`src/rtl/uart_rx_core_pkg.sv`:
```
// Shared types for the UART receiver: FSM state encoding and default frame width.
package uart_rx_core_pkg;

  localparam int DEFAULT_WIDTH = 8;

  typedef enum logic [2:0] {
    IDLE,
    START,
    DATA,
    PARITY,
    STOP
  } rx_state_e;

endpackage

```
`src/rtl/uart_rx_core_sampler.sv`:
```
// Three-point majority sampler: captures RX_IN around mid-bit and votes the bit value.
module rx_data_sampler (
  input  logic       CLK,
  input  logic       RST,
  input  logic       RX_IN,
  input  logic [4:0] Prescale,
  input  logic [4:0] edge_cnt,
  output logic       sampled_bit
);

  logic [4:0] half;
  logic [2:0] samples;

  assign half = Prescale >> 1;

  // NOTE: sequential state uses non-blocking assignments so every flop sees pre-edge values.
  always_ff @(posedge CLK or negedge RST) begin
    if (!RST) begin
      samples <= '0;
    end else begin
      if (edge_cnt == half - 5'd1) samples[0] <= RX_IN;
      if (edge_cnt == half)        samples[1] <= RX_IN;
      if (edge_cnt == half + 5'd1) samples[2] <= RX_IN;
    end
  end

  assign sampled_bit = (samples[0] & samples[1]) |
                       (samples[0] & samples[2]) |
                       (samples[1] & samples[2]);

endmodule

```
`src/rtl/uart_rx_core.sv`:
```
// UART receiver: start/data/parity/stop deframing with a one-cycle Data_Valid strobe.
// Define UART_RX_ERR_FLAGS_EN to add PAR_ERR/STP_ERR pulse outputs.
module uart_rx_core
  import uart_rx_core_pkg::*;
#(
  parameter int WIDTH = DEFAULT_WIDTH
) (
  input  logic             CLK,
  input  logic             RST,
  input  logic             RX_IN,
  input  logic             PAR_EN,
  input  logic             PAR_TYP,
  input  logic [4:0]       Prescale,
  output logic             Data_Valid,
  output logic [WIDTH-1:0] P_DATA
`ifdef UART_RX_ERR_FLAGS_EN
  ,
  output logic             PAR_ERR,
  output logic             STP_ERR
`endif
);

  localparam int CW = $clog2(WIDTH);

  rx_state_e        state, state_nxt;
  logic [4:0]       edge_cnt;
  logic [4:0]       half;
  logic [CW-1:0]    bit_cnt;
  logic [WIDTH-1:0] shift_reg;
  logic             par_err, stp_err, stp_bad;
  logic             sampled_bit, vote_pt, last_edge, last_bit, glitch, frame_end;

  rx_data_sampler u_sampler (
    .CLK         (CLK),
    .RST         (RST),
    .RX_IN       (RX_IN),
    .Prescale    (Prescale),
    .edge_cnt    (edge_cnt),
    .sampled_bit (sampled_bit)
  );

  assign half      = Prescale >> 1;
  assign vote_pt   = (edge_cnt == half + 5'd2);
  assign last_edge = (edge_cnt == Prescale - 5'd1);
  assign last_bit  = (bit_cnt == CW'(WIDTH - 1));
  assign glitch    = (state == START) && vote_pt && sampled_bit;
  assign frame_end = (state == STOP) && last_edge;
  // At Prescale=6 the vote point is the last edge, so the stop check must see the live vote.
  assign stp_bad   = stp_err | (vote_pt & ~sampled_bit);

  always_ff @(posedge CLK or negedge RST) begin
    if (!RST) state <= IDLE;
    else      state <= state_nxt;
  end

  // NOTE: default assignment first so no path through the case leaves state_nxt unassigned (no latch).
  always_comb begin
    state_nxt = state;
    unique case (state)
      IDLE:    if (!RX_IN) state_nxt = START;
      START:   if (glitch) state_nxt = IDLE;
               else if (last_edge) state_nxt = DATA;
      DATA:    if (last_edge && last_bit) state_nxt = PAR_EN ? PARITY : STOP;
      PARITY:  if (last_edge) state_nxt = STOP;
      STOP:    if (last_edge) state_nxt = IDLE;
      default: state_nxt = IDLE;
    endcase
  end

  always_ff @(posedge CLK or negedge RST) begin
    if (!RST) begin
      edge_cnt   <= '0;
      bit_cnt    <= '0;
      shift_reg  <= '0;
      par_err    <= 1'b0;
      stp_err    <= 1'b0;
      P_DATA     <= '0;
      Data_Valid <= 1'b0;
    end else begin
      Data_Valid <= 1'b0;
      if (state == IDLE || last_edge || glitch) edge_cnt <= '0;
      else                                      edge_cnt <= edge_cnt + 5'd1;

      unique case (state)
        IDLE: begin
          bit_cnt <= '0;
          par_err <= 1'b0;
          stp_err <= 1'b0;
        end
        DATA: begin
          if (vote_pt)   shift_reg <= {sampled_bit, shift_reg[WIDTH-1:1]};
          if (last_edge) bit_cnt   <= last_bit ? '0 : bit_cnt + CW'(1);
        end
        PARITY: begin
          if (vote_pt) par_err <= sampled_bit != (^shift_reg ^ PAR_TYP);
        end
        STOP: begin
          if (vote_pt) stp_err <= ~sampled_bit;
          if (last_edge && !par_err && !stp_bad) begin
            P_DATA     <= shift_reg;
            Data_Valid <= 1'b1;
          end
        end
        default: ;
      endcase
    end
  end

`ifdef UART_RX_ERR_FLAGS_EN
  always_ff @(posedge CLK or negedge RST) begin
    if (!RST) begin
      PAR_ERR <= 1'b0;
      STP_ERR <= 1'b0;
    end else begin
      PAR_ERR <= frame_end & par_err;
      STP_ERR <= frame_end & stp_bad;
    end
  end
`else
  logic unused_frame_end;
  assign unused_frame_end = frame_end;
`endif

endmodule

```
`config.mk`:
```
export PLATFORM = sky130hd
export DESIGN_NAME = uart_rx_core
export DESIGN_NICKNAME = d
export VERILOG_FILES = /design/src/rtl/uart_rx_core_pkg.sv /design/src/rtl/uart_rx_core_sampler.sv /design/src/rtl/uart_rx_core.sv
export SDC_FILE = /design/constraint.sdc
export NUM_CORES = 1
export LEC_CHECK = 0
export CAP_MARGIN = 30
export CELL_PAD_IN_SITES_DETAIL_PLACEMENT = 0
export CELL_PAD_IN_SITES_GLOBAL_PLACEMENT = 2
export CORE_UTILIZATION = 38
export CTS_CLUSTER_DIAMETER = 100
export DETAILED_ROUTE_END_ITERATION = 16
export PLACE_DENSITY = 0.88
export SLEW_MARGIN = 20
export SYNTH_ARGS = -nofsm -noshare
export SYNTH_HDL_FRONTEND = slang
export SYNTH_HIERARCHICAL = 1
export SYNTH_SLANG_ARGS = --single-unit
export TNS_END_PERCENT = 1
```
`constraint.sdc`:
```
create_clock -name CLK -period 3.02 [get_ports CLK]
set_clock_uncertainty 0.15 [all_clocks]
set_input_delay 0.453 -clock CLK [delete_from_list [all_inputs] [get_ports CLK]]
set_output_delay 0.453 -clock CLK [all_outputs]
set_load 0.01 [all_outputs]
```
Yosys cells after proc, flatten, opt, wreduce, memory -nomap -nowiden. Index checks and enable logic that the tools add are counted.

Bits in registers: 33. Input port bits: 10. Output and inout bits: 9. Logic and storage cells: 83.

Add/subtract/negate cells: 6. Eq/ne operators: 19. Mux-type cells: 18. Bitwise logic cells: 9. Reductions and logical operators: 20.

Operators by type and width (count): two-way mux 3 bit (9); equality test 5 bit (4); one-hot mux 3 bit (5 select lines) (1); inequality test 2 bit (second input constant) (7); AND reduction 2 bit (5); XOR reduction 8 bit (1); equality test 3 x 2 -> 1 bit (second input constant) (2); equality test 3 bit (second input constant) (2); one-hot mux 3 bit (2 select lines) (1); nonzero test 2 bit (3); adder 4 x 1 -> 5 bit (second input constant) (1); adder 4 x 2 -> 5 bit (second input constant) (1); adder 5 x 1 -> 5 bit (second input constant) (1); equality test 5 x 4 -> 1 bit (1); logical AND 1 bit (5); two-way mux 5 bit (1); AND reduction 5 bit (1); subtractor 4 x 1 -> 5 bit (second input constant) (1); subtractor 5 x 1 -> 5 bit (second input constant) (1); bitwise AND 1 bit (4); two-way mux 1 bit (4); one-hot mux 1 bit (2 select lines) (2); adder 3 x 1 -> 3 bit (second input constant) (1); equality test 3 x 1 -> 1 bit (second input constant) (1); other kinds (8) (12).

Depth between registers and ports, before layout. Gate-level depths: netlist (run 1).

Word-level depth: 10. Mapped depth: 9.

Modules after synthesis. Netlist (run 1), hierarchy kept.

Modules (own cells, without submodules): uart_rx_core (times used 1, cells each 155, area each 1745.4 um^2); rx_data_sampler (times used 1, cells each 47, area each 396.6 um^2).

Least setup slack after synthesis (run 1). OpenSTA, ideal clock, no wires.

Kind: input-to-reg. From: input port Prescale[2]. To: register shift_reg[0]. Library setup time: 0.125 ns. Data arrival time: 2.338 ns. Path slack: 0.407 ns. Stages on the path: 7. Path buffers: 0. Path through: ha_1 xor2_1 or3_1 a2111oi_4 inv_2 nor3_4 mux2_2.

Cells in the longest elaborated chain, start to end: 3.

Ends and longest elaborated chain: start, declared (line uart_rx_core.sv:13) `input logic [4:0] Prescale,`; adder 4 x 2 -> 5 bit (line uart_rx_core.sv:43) `assign vote_pt = (edge_cnt == half + 5'd2);`; equality test 5 bit (line uart_rx_core.sv:43); AND reduction 2 bit (no line); end signal, assigned (line uart_rx_core.sv:91) `if (vote_pt) shift_reg <= {sampled_bit, shift_reg[WIDTH-1:1]};`; end, declared (line uart_rx_core.sv:29) `logic [WIDTH-1:0] shift_reg;`.

No other way between the ends. A chain may end at the register's enable or synchronous reset.

Final worst setup path (run 1).
From: input port Prescale[2]. To: register P_DATA[1].

Cells in the longest elaborated chain, start to end: 7.

Ends and longest elaborated chain: adder 4 x 2 -> 5 bit (line uart_rx_core.sv:43); equality test 5 bit (line uart_rx_core.sv:43); bitwise AND 1 bit (line uart_rx_core.sv:49) `assign stp_bad = stp_err | (vote_pt & ~sampled_bit);`; OR 1 bit (line uart_rx_core.sv:49); zero test 1 bit (line uart_rx_core.sv:99) `if (last_edge && !par_err && !stp_bad) begin`; logical AND 1 bit (*) (line uart_rx_core.sv:99); AND reduction 2 bit (no line) (*); end signal, assigned (line uart_rx_core.sv:100) `P_DATA <= shift_reg;`; end, declared (line uart_rx_core.sv:15) `output logic [WIDTH-1:0] P_DATA`.

Every way passes the cells marked *; elsewhere a longest branch is shown, timed or not.

==> results.ini, run 1 <==
[routing]
viasPerCell=5.03
dr.pass1.iters=4
dr.first_iter.drc_count=70
remaining_drc_errors=0
wl_per_cell_um=13.8
dr_total_vias=1544
wl_um=4240
antenna_left=0

[cts]
clk_pin_slew_ns=0.07
ctsResizeCount=0
cts_hold_buf=0
clock-sinks=33
post_cts_buffers=0
clk_latency_ns=0.29
clk_path_buf_depth=2
cts_max_level=2
cts_tree=yes
cts_inserted_buffers=5
cts-root-buf=clkbuf_8

[critical_path]
critical_path_arrival_ns=2.87
critPathBufInv=3
crit_chain=clkdlybuf4s50_1, ha_1, xor2_1, or3_1, a2111oi_4, inv_2, o2111a_1, buf_12, mux2_4
critical-path-top-delay-family=buffers and inverters
slowest_stage=clkdlybuf4s50_1
required_ns=3.04
start_kind=input port
critPathMaxFanout=9
end_kind=flip-flop
crit_path_max_incr_delay_ns=0.47
criticalPathCategory=input port to flip-flop

[logic_synthesis]
synth.avg_cell_area_sq_um=10.6
muxShareOfSynthArea_pct=13.7
syn_area_sq_um=2140
synth_cells=202
synth_seq_cells=33
seq_area_frac_synth_pct=38.6
ys_warn_count=6
synth_cell_types=46
synth_xor_area_share_pct=12.7
syn_nets=221
synth_compound_area_share_pct=12.0
yosys.area_share.adder_pct=5.72
synth_top_family_by_area=multiplexers
yosys.area_share.simple_pct=13.3

[placement]
dpl_cell_area_sq_um=2510
gp_congestion=0.735
dp_hpwl_um=2980
numPortBuffers=18

[sta]
rsz0062_at_grt=false
relSlewSlack_pct=70.7
period_minus_slack_ns=2.85
post-route-period-util_pct=94.5
clock.fmax_ghz=0.351
setup_viol=0
finalSetupTns_ns=0
hold_violations=0
tightest_slew_ns=0.438
drv_slew=0

[layout]
drive_gt1_share_pct=21.5
final_cell_mix=dfrtp_1, xnor2_1, clkdlybuf4s50_1, buf_4, o21ai_0
syn_to_final_growth_pct=22.8
fin_util_pct=49.9
fin_area_sq_um=2630
finalNetCount=255
antenna_cells=0
mostFrequentLayoutCell=dfrtp_1

[floorplanning]
core_sq_um=5270
core.rowCount=26
initial_utilization_pct=40.6
die_area_sq_um=5940
die-width_um=77.1
num_io_pins=19
die_h_um=77.1

[grt]
grt_pass1_vias=1583
grt_max_degree=34
grt_overflow=0
antenna_found_initial=0
track_usage_pct=15.8
grt_pass1_wl_um=7410

[power_and_ir_drop]
p_per_area_nw_per_um2=656
p_leak_nw=1.15
power_mw=1.72
vdd_ir_drop_max_mv=0.398

[min_path]
min_path_type=flip-flop to flip-flop

[run]
maxCapViolCount=0

[status]
status=finished, final reports clean

-- kinds of logic after synthesis --
group / Yosys count
simple gates: 50
fa+ha+maj: 10
flops: 33
xor+xnor: 31
compound gates: 35
mux: 24
buf+inv: 19
-- worst paths after layout --
| check | from | to | slack (ns) | cells past startpoint |
|---|---|---|---|---|
| max | Prescale[2] | P_DATA[1]$_DFFE_PN0P_ | 0.17 | 9 |
| min | u_sampler/samples[0]$_DFFE_PN0N_ | u_sampler/samples[0]$_DFFE_PN0N_ | 0.34 | 1 |
| max reg2reg | edge_cnt[4]$_DFF_PN0_ | P_DATA[1]$_DFFE_PN0P_ | 0.58 | 7 |
| min in group asynchronous | RST | edge_cnt[3]$_DFF_PN0_ | 0.42 | 2 |
| max in group asynchronous | RST | P_DATA[2]$_DFFE_PN0P_ | 1.99 | 2 |
| min reg2reg | u_sampler/samples[0]$_DFFE_PN0N_ | u_sampler/samples[0]$_DFFE_PN0N_ | 0.34 | 1 |
-- per-layer routing --
layer,vias to the layer above,track usage [%],part of all wire (%)
li1,772,-,-
met1,744,21.8,51
met2,22,24.5,44
met3,6,3.10,3.1
met4,0,5.66,1.5
met5,-,0,0
-- cell type report --
class                           count  area (sq um)
Inverter                           13          48.8
Sequential cell                    33           826
Clock inverter                      2          37.5
Tap cell                           70          87.6
Fill cell                         515          2640
Timing Repair Buffer               33           318
Multi-Input combinational cell    150          1230
Clock buffer                        6          82.6
-- worst reg2reg max path: stages (launching register included) --
cell,delay [ns]
dfrtp_1,0.52
a21bo_2,0.25
nand4_1,0.14
a2111oi_4,0.43
inv_2,0.11
o2111a_1,0.28
buf_12,0.16
mux2_4,0.29
-- report_power, final --
group	switching [mW]	internal, mW	total (mW)
registers	0.111	0.513	0.624
logic	0.360	0.301	0.661
clock network	0.170	0.268	0.439
total	0.642	1.08	1.72
-- cells in the mapped netlist (all sizes together) --
master / instances / area [sq um]
clkinv: 1 / 3.75
o2111a: 1 / 11.3
ha: 9 / 113
o22ai: 1 / 6.26
nor2: 10 / 37.5
or2: 2 / 12.5
mux2i: 5 / 50.1
nand3: 6 / 30.0
o211ai: 1 / 7.51
o31ai: 4 / 30.0
xnor2: 22 / 193
and3: 1 / 6.26
nand4: 2 / 12.5
nand3b: 1 / 7.51
nor3: 8 / 56.3
a22o: 1 / 8.76
clkbuf: 4 / 15.0
o32ai: 1 / 8.76
a21bo: 1 / 10.0
xor2: 9 / 78.8
o21ai: 12 / 60.1
nor2b: 3 / 18.8
nand4b: 2 / 17.5
maj3: 1 / 10.0
a21o: 3 / 22.5
nand2b: 4 / 25.0
inv: 12 / 45.0
a2111oi: 2 / 42.5
o31a: 1 / 8.76
or4: 2 / 18.8
or3: 1 / 6.26
dfrtp: 33 / 826
a21oi: 5 / 28.8
a31oi: 2 / 12.5
buf: 2 / 22.5
and2: 2 / 12.5
mux2: 19 / 244
nand2: 6 / 22.5
-- per-stage QoR --
stage          setup WS (ns)  std cells  hold slack (ns)
2_1_floorplan          0.407        202          0.00741
3_3_place_gp          -0.103        299            0.323
3_5_place_dp          -0.125        299            0.332
4_1_cts                0.150        307            0.349
5_1_grt               0.0477        307            0.372
6_report               0.167        307            0.343
Note: power is estimated with default switching activity, not from simulation.
==> inputs of run 2 (changes only) <==
Settings changed: PLACE_DENSITY 0.88 to default, PLACE_DENSITY_LB_ADDON from default to 0.1.
==> results.ini, run 2 (same netlist as run 1, synthesis figures left out) <==
[cts]
cts_tree=yes
cts-root-buf=clkbuf_8
clock-sinks=33  ; unchanged
cts_inserted_buffers=5  ; unchanged
clk_path_buf_depth=2  ; unchanged
clk_pin_slew_ns=0.07  ; about the same
clk_latency_ns=0.29  ; about the same
cts_max_level=2  ; unchanged
post_cts_buffers=0  ; unchanged
cts_hold_buf=0  ; unchanged
ctsResizeCount=0  ; unchanged

[grt]
antenna_found_initial=0  ; unchanged
grt_pass1_vias=1539  ; -2.8%
grt_max_degree=34  ; unchanged
grt_overflow=0  ; unchanged
track_usage_pct=16.5  ; +0.69 points
grt_pass1_wl_um=7670  ; +3.5%

[sta]
rsz0062_at_grt=false
setup_viol=0  ; unchanged
fin_ws_ns=0.189  ; +0.0213 ns
clock.fmax_ghz=0.353  ; +0.75%
finalSetupTns_ns=0  ; unchanged
tightest_slew_ns=0.435  ; -0.00347 ns
relSlewSlack_pct=70.9  ; +0.23 points
post-route-period-util_pct=93.8  ; -0.70 points
drv_slew=0  ; unchanged
hold_ws_ns=0.360  ; +0.0170 ns
hold_violations=0  ; unchanged
period_minus_slack_ns=2.83  ; -0.0213 ns

[routing]
wl_per_cell_um=14.4  ; +4.3%
wl_um=4410  ; +3.9%
antenna_left=0  ; unchanged
dr_total_vias=1571  ; +1.7%
dr.pass1.iters=4  ; unchanged
dr.first_iter.drc_count=54  ; -23%
remaining_drc_errors=0  ; unchanged
viasPerCell=5.13  ; +2.1%

[power_and_ir_drop]
power_mw=1.64  ; -5.0%
p_leak_nw=1.14  ; -0.96%
vdd_ir_drop_max_mv=0.356  ; -11%
p_per_area_nw_per_um2=630  ; -3.9%

[critical_path]
criticalPathCategory=input port to flip-flop
end_kind=flip-flop
critical_path_arrival_ns=2.85  ; -0.02 ns
crit_chain=clkdlybuf4s50_1, ha_1, xor2_1, or3_1, a2111oi_4, inv_2, o2111a_1, buf_12, mux2_4
critPathMaxFanout=9  ; unchanged
critical-path-top-delay-family=buffers and inverters
required_ns=3.04  ; about the same
crit_path_max_incr_delay_ns=0.47  ; about the same
critPathBufInv=3  ; unchanged
slowest_stage=clkdlybuf4s50_1
start_kind=input port

[placement]
dp_cells=298  ; -0.33%
gp_congestion=0.747  ; +1.6%
dpl_cell_area_sq_um=2500  ; -0.30%
place_ws_ns=-0.111  ; +0.0145 ns
numPortBuffers=18  ; unchanged
dp_hpwl_um=3230  ; +8.3%

[floorplanning]
core_sq_um=5270  ; unchanged
initial_utilization_pct=40.6  ; unchanged
num_io_pins=19  ; unchanged
die_area_sq_um=5940  ; unchanged
die-width_um=77.1  ; unchanged
die_h_um=77.1  ; unchanged
core.rowCount=26  ; unchanged

[run]
maxCapViolCount=0  ; unchanged

[layout]
fin_area_sq_um=2600  ; -1.2%
fin_util_pct=49.3  ; -0.59 points
antenna_cells=0  ; unchanged
num-fill-cells=482  ; -6.4%
finalNetCount=254  ; -0.39%
mostFrequentLayoutCell=dfrtp_1
syn_to_final_growth_pct=21.3
fin_cells=306  ; -0.33%
drive_gt1_share_pct=21.2  ; -0.33 points
final_cell_mix=dfrtp_1, xnor2_1, clkdlybuf4s50_1, o21ai_0, buf_4

[min_path]
min_path_type=flip-flop to flip-flop

[status]
status=finished, final reports clean

## run 2: cell types whose count changed in the layout (fill, tap and decap cells not counted), sizes merged
cell | before | now
buf | 15 | 14
clkinv | 1 | 3
clkinvlp | 1 | 0
bufinv | 1 | 0
## run 2: per-layer routing
metal  share of wire [%]  vias to the layer above  GRT usage, %
li1                    -                      773             -
met2                  49                       26          26.7
met4                 1.2                        0          5.66
met5                   0                        -             0
met1                  47                      766          21.7
met3                 3.5                        6          3.45
## run 2: worst paths after layout
check                      slack, ns                        to                   from  depth (start not counted)
hold reg to reg                 0.36     P_DATA[7]$_DFFE_PN0P_  P_DATA[7]$_DFFE_PN0P_                          1
setup / recovery                0.19     P_DATA[2]$_DFFE_PN0P_            Prescale[2]                          9
hold / removal                  0.36     P_DATA[7]$_DFFE_PN0P_  P_DATA[7]$_DFFE_PN0P_                          1
min in group asynchronous       0.41  shift_reg[5]$_DFFE_PN0P_                    RST                          2
setup reg to reg                0.58     P_DATA[2]$_DFFE_PN0P_  edge_cnt[4]$_DFF_PN0_                          7
max in group asynchronous       2.01    bit_cnt[1]$_DFFE_PN0P_                    RST                          2
## run 2: cell type report
type	instances	area (sq um)	share of cell area, %
Multi-Input combinational cell	150	1230	47.3
Sequential cell	33	826	31.8
Timing Repair Buffer	32	310	11.9
Tap cell	70	87.6	3.37
Clock buffer	6	82.6	3.18
Inverter	13	48.8	1.88
Clock inverter	2	13.8	0.530
## run 2: report_power, final
group | internal, mW | total [mW] | switching (mW)
clock network | 0.184 | 0.349 | 0.164
logic | 0.301 | 0.662 | 0.362
registers | 0.514 | 0.627 | 0.113
total | 0.999 | 1.64 | 0.639
## run 2: worst reg2reg max path: stages, from the launching register on
cell and delay (ns):
dfrtp_1 0.52, a21bo_2 0.26, nand4_1 0.14, a2111oi_4 0.41, inv_2 0.11, o2111a_1 0.28, buf_12 0.16, mux2_4 0.29
==> RTL edit, RTL diff (config.mk and constraints of run 1) <==
Re-encode `rx_state_e` (5 states) as Gray code, 3 bits wide.
--- a/src/rtl/uart_rx_core_pkg.sv
+++ b/src/rtl/uart_rx_core_pkg.sv
@@ -4,11 +4,11 @@
   localparam int DEFAULT_WIDTH = 8;
 
   typedef enum logic [2:0] {
-    IDLE,
-    START,
-    DATA,
-    PARITY,
-    STOP
+    IDLE   = 3'b000,
+    START  = 3'b001,
+    DATA   = 3'b011,
+    PARITY = 3'b010,
+    STOP   = 3'b110
   } rx_state_e;
 
 endpackage
Formal check against the unedited RTL: same outputs for any inputs over 10 cycles, from zero or initial values and one cycle with RST low; not proved beyond that.
==> RTL edit against run 1 <==
  * Sequential share of layout area is 0.38 points higher
  * Die area is 1.0% higher
  * Sequential cell count stayed put
  * Global-route usage is 0.82 points higher
  * Largest power group unchanged
  * Critical path depth is 1 lower
  * Count of clock-buffer cells in the layout is 1 higher
  * Worst setup slack better by 0.18 ns
  * Final area is 1.2% lower
  * Total power is 11% higher
  * Wire length is 4.3% higher
  * Core utilization is 2.7 points lower
  * Synthesized area is 1.1% higher
  * Critical endpoint is now shift_reg[0]
==> RTL edit: results (changes against run 1) <==
metric;value;unit;change
synth_seq_area_share;0.3815;;-0.004011
status;completed;;
yosysUniqueCellTypes;49;;+6.5%
cpPeakStageDelay;0.54;ns;+0.07 ns
slew-limit-headroom;0.6618;;-0.04480
wl;4420;um;+4.3%
syn-instance-count;208;;+3.0%
ys_warn_count;6;;unchanged
leakagePower;1.089;nW;-5.3%
dp_cells;301;;+0.67%
cts.clk_slew.worst_paths;0.07;ns;about the same
dp_hpwl;3055;um;+2.5%
place_ws;0.05702;ns;+0.1823 ns
vias_per_cell;5.230;;+4.0%
ir_drop;0.0003195;V;-20%
drive_gt1_frac;0.1941;;-0.02110
yosys-top-cells-count;33 x dfrtp_1, 20 x xnor2_1, 18 x mux2_2;;
worstPathMaxFanout;8;;-1
drt_iter0_drc;84;;+20%
critPathArrivalTime;2.69;ns;-0.18 ns
grt_pass1_wl;7859;um;+6.1%
mappedNetlistNets;227;;+2.7%
synthTopCellsByArea;dfrtp_1 38%, mux2_2 9.4%, xnor2_1 8.1%;;
grt_use_total;0.1660;;+0.008207
grt_pass1_vias;1658;;+4.7%
fin_nets;255;;unchanged
final_cells;309;;+0.65%
==> RTL edit: changes by cell type in the layout (fill, tap and decap cells not counted), moves of 3 or more <==
cell,run 1,this run
o311ai_0,0,3
buf_4,13,6
mux2_4,8,0
nor2_1,10,7
o211ai_1,1,4
a21o_1,3,0
inv_1,11,14
mux2_2,10,18
mux2i_1,5,0
o31ai_1,4,1
nor3_1,6,10
==> RTL edit: cell families (layout without fill, tap and decap cells) <==
| family | Yosys count | in the layout | share of synthesized area |
|---|---|---|---|
| compound gates | 38 | 38 | 0.1301 |
| mux | 19 | 19 | 0.09884 |
| xor+xnor | 30 | 30 | 0.1214 |
| simple gates | 58 | 58 | 0.1607 |
| fa+ha+maj | 10 | 10 | 0.05665 |
| flops | 33 | 33 | 0.3815 |
| buf+inv | 20 | 49 | 0.05086 |
==> RTL edit: stage by stage <==
stage | total power, mW | cell area (um^2) | util
finish | 1.911 | 2599 | 0.4719
detailed placement | 1.495 | 2482 | 0.4508
global route | 2.071 | 2599 | 0.4719
floorplan | 1.301 | 2165 | -
CTS | 1.930 | 2599 | 0.4719
global placement | 1.484 | 2482 | 0.4508
==> RTL edit: final cells by class <==
class                      count  area [um^2]
inverter                      14        52.55
tap                           72        90.09
sequential                    33        825.8
clock inverter                 1        30.03
clock buffer                   7        86.33
timing repair buffer          27        285.3
fill                         522         2908
multi-input combinational    155         1229
==> RTL edit: layer usage <==
layer  routed length (um)  global-route usage
met3                  130             0.03882
met1                 2275              0.2267
met2                 1947              0.2566
met5                    0                   0
met4                   67             0.05660
==> RTL edit: final timing paths <==
path                       slack (ns)              endpoint            startpoint  cells after the start
min in group asynchronous        0.41            bit_cnt[2]                   RST                      2
max in group asynchronous        2.00             P_DATA[3]                   RST                      2
max                              0.35          shift_reg[0]           Prescale[2]                      8
min                              0.35  u_sampler/samples[0]  u_sampler/samples[0]                      1
min reg2reg                      0.35  u_sampler/samples[0]  u_sampler/samples[0]                      1
max reg2reg                      0.71  u_sampler/samples[0]           edge_cnt[3]                      5
==> RTL edit: worst max-delay path: cells and delay by family <==
kind	cells	cell delay, ns
compound gates	1	0.18
xor+xnor	1	0.18
fa+ha+maj	1	0.31
buf+inv	2	0.62
mux	1	0.36
simple gates	2	0.59
==> RTL edit: report_power, final <==
| part | switching [mW] | leakage, nW | internal (mW) |
|---|---|---|---|
| Sequential | 0.169 | 0.417 | 0.542 |
| Clock | 0.160 | 0.0585 | 0.269 |
| Combinational | 0.375 | 0.614 | 0.396 |
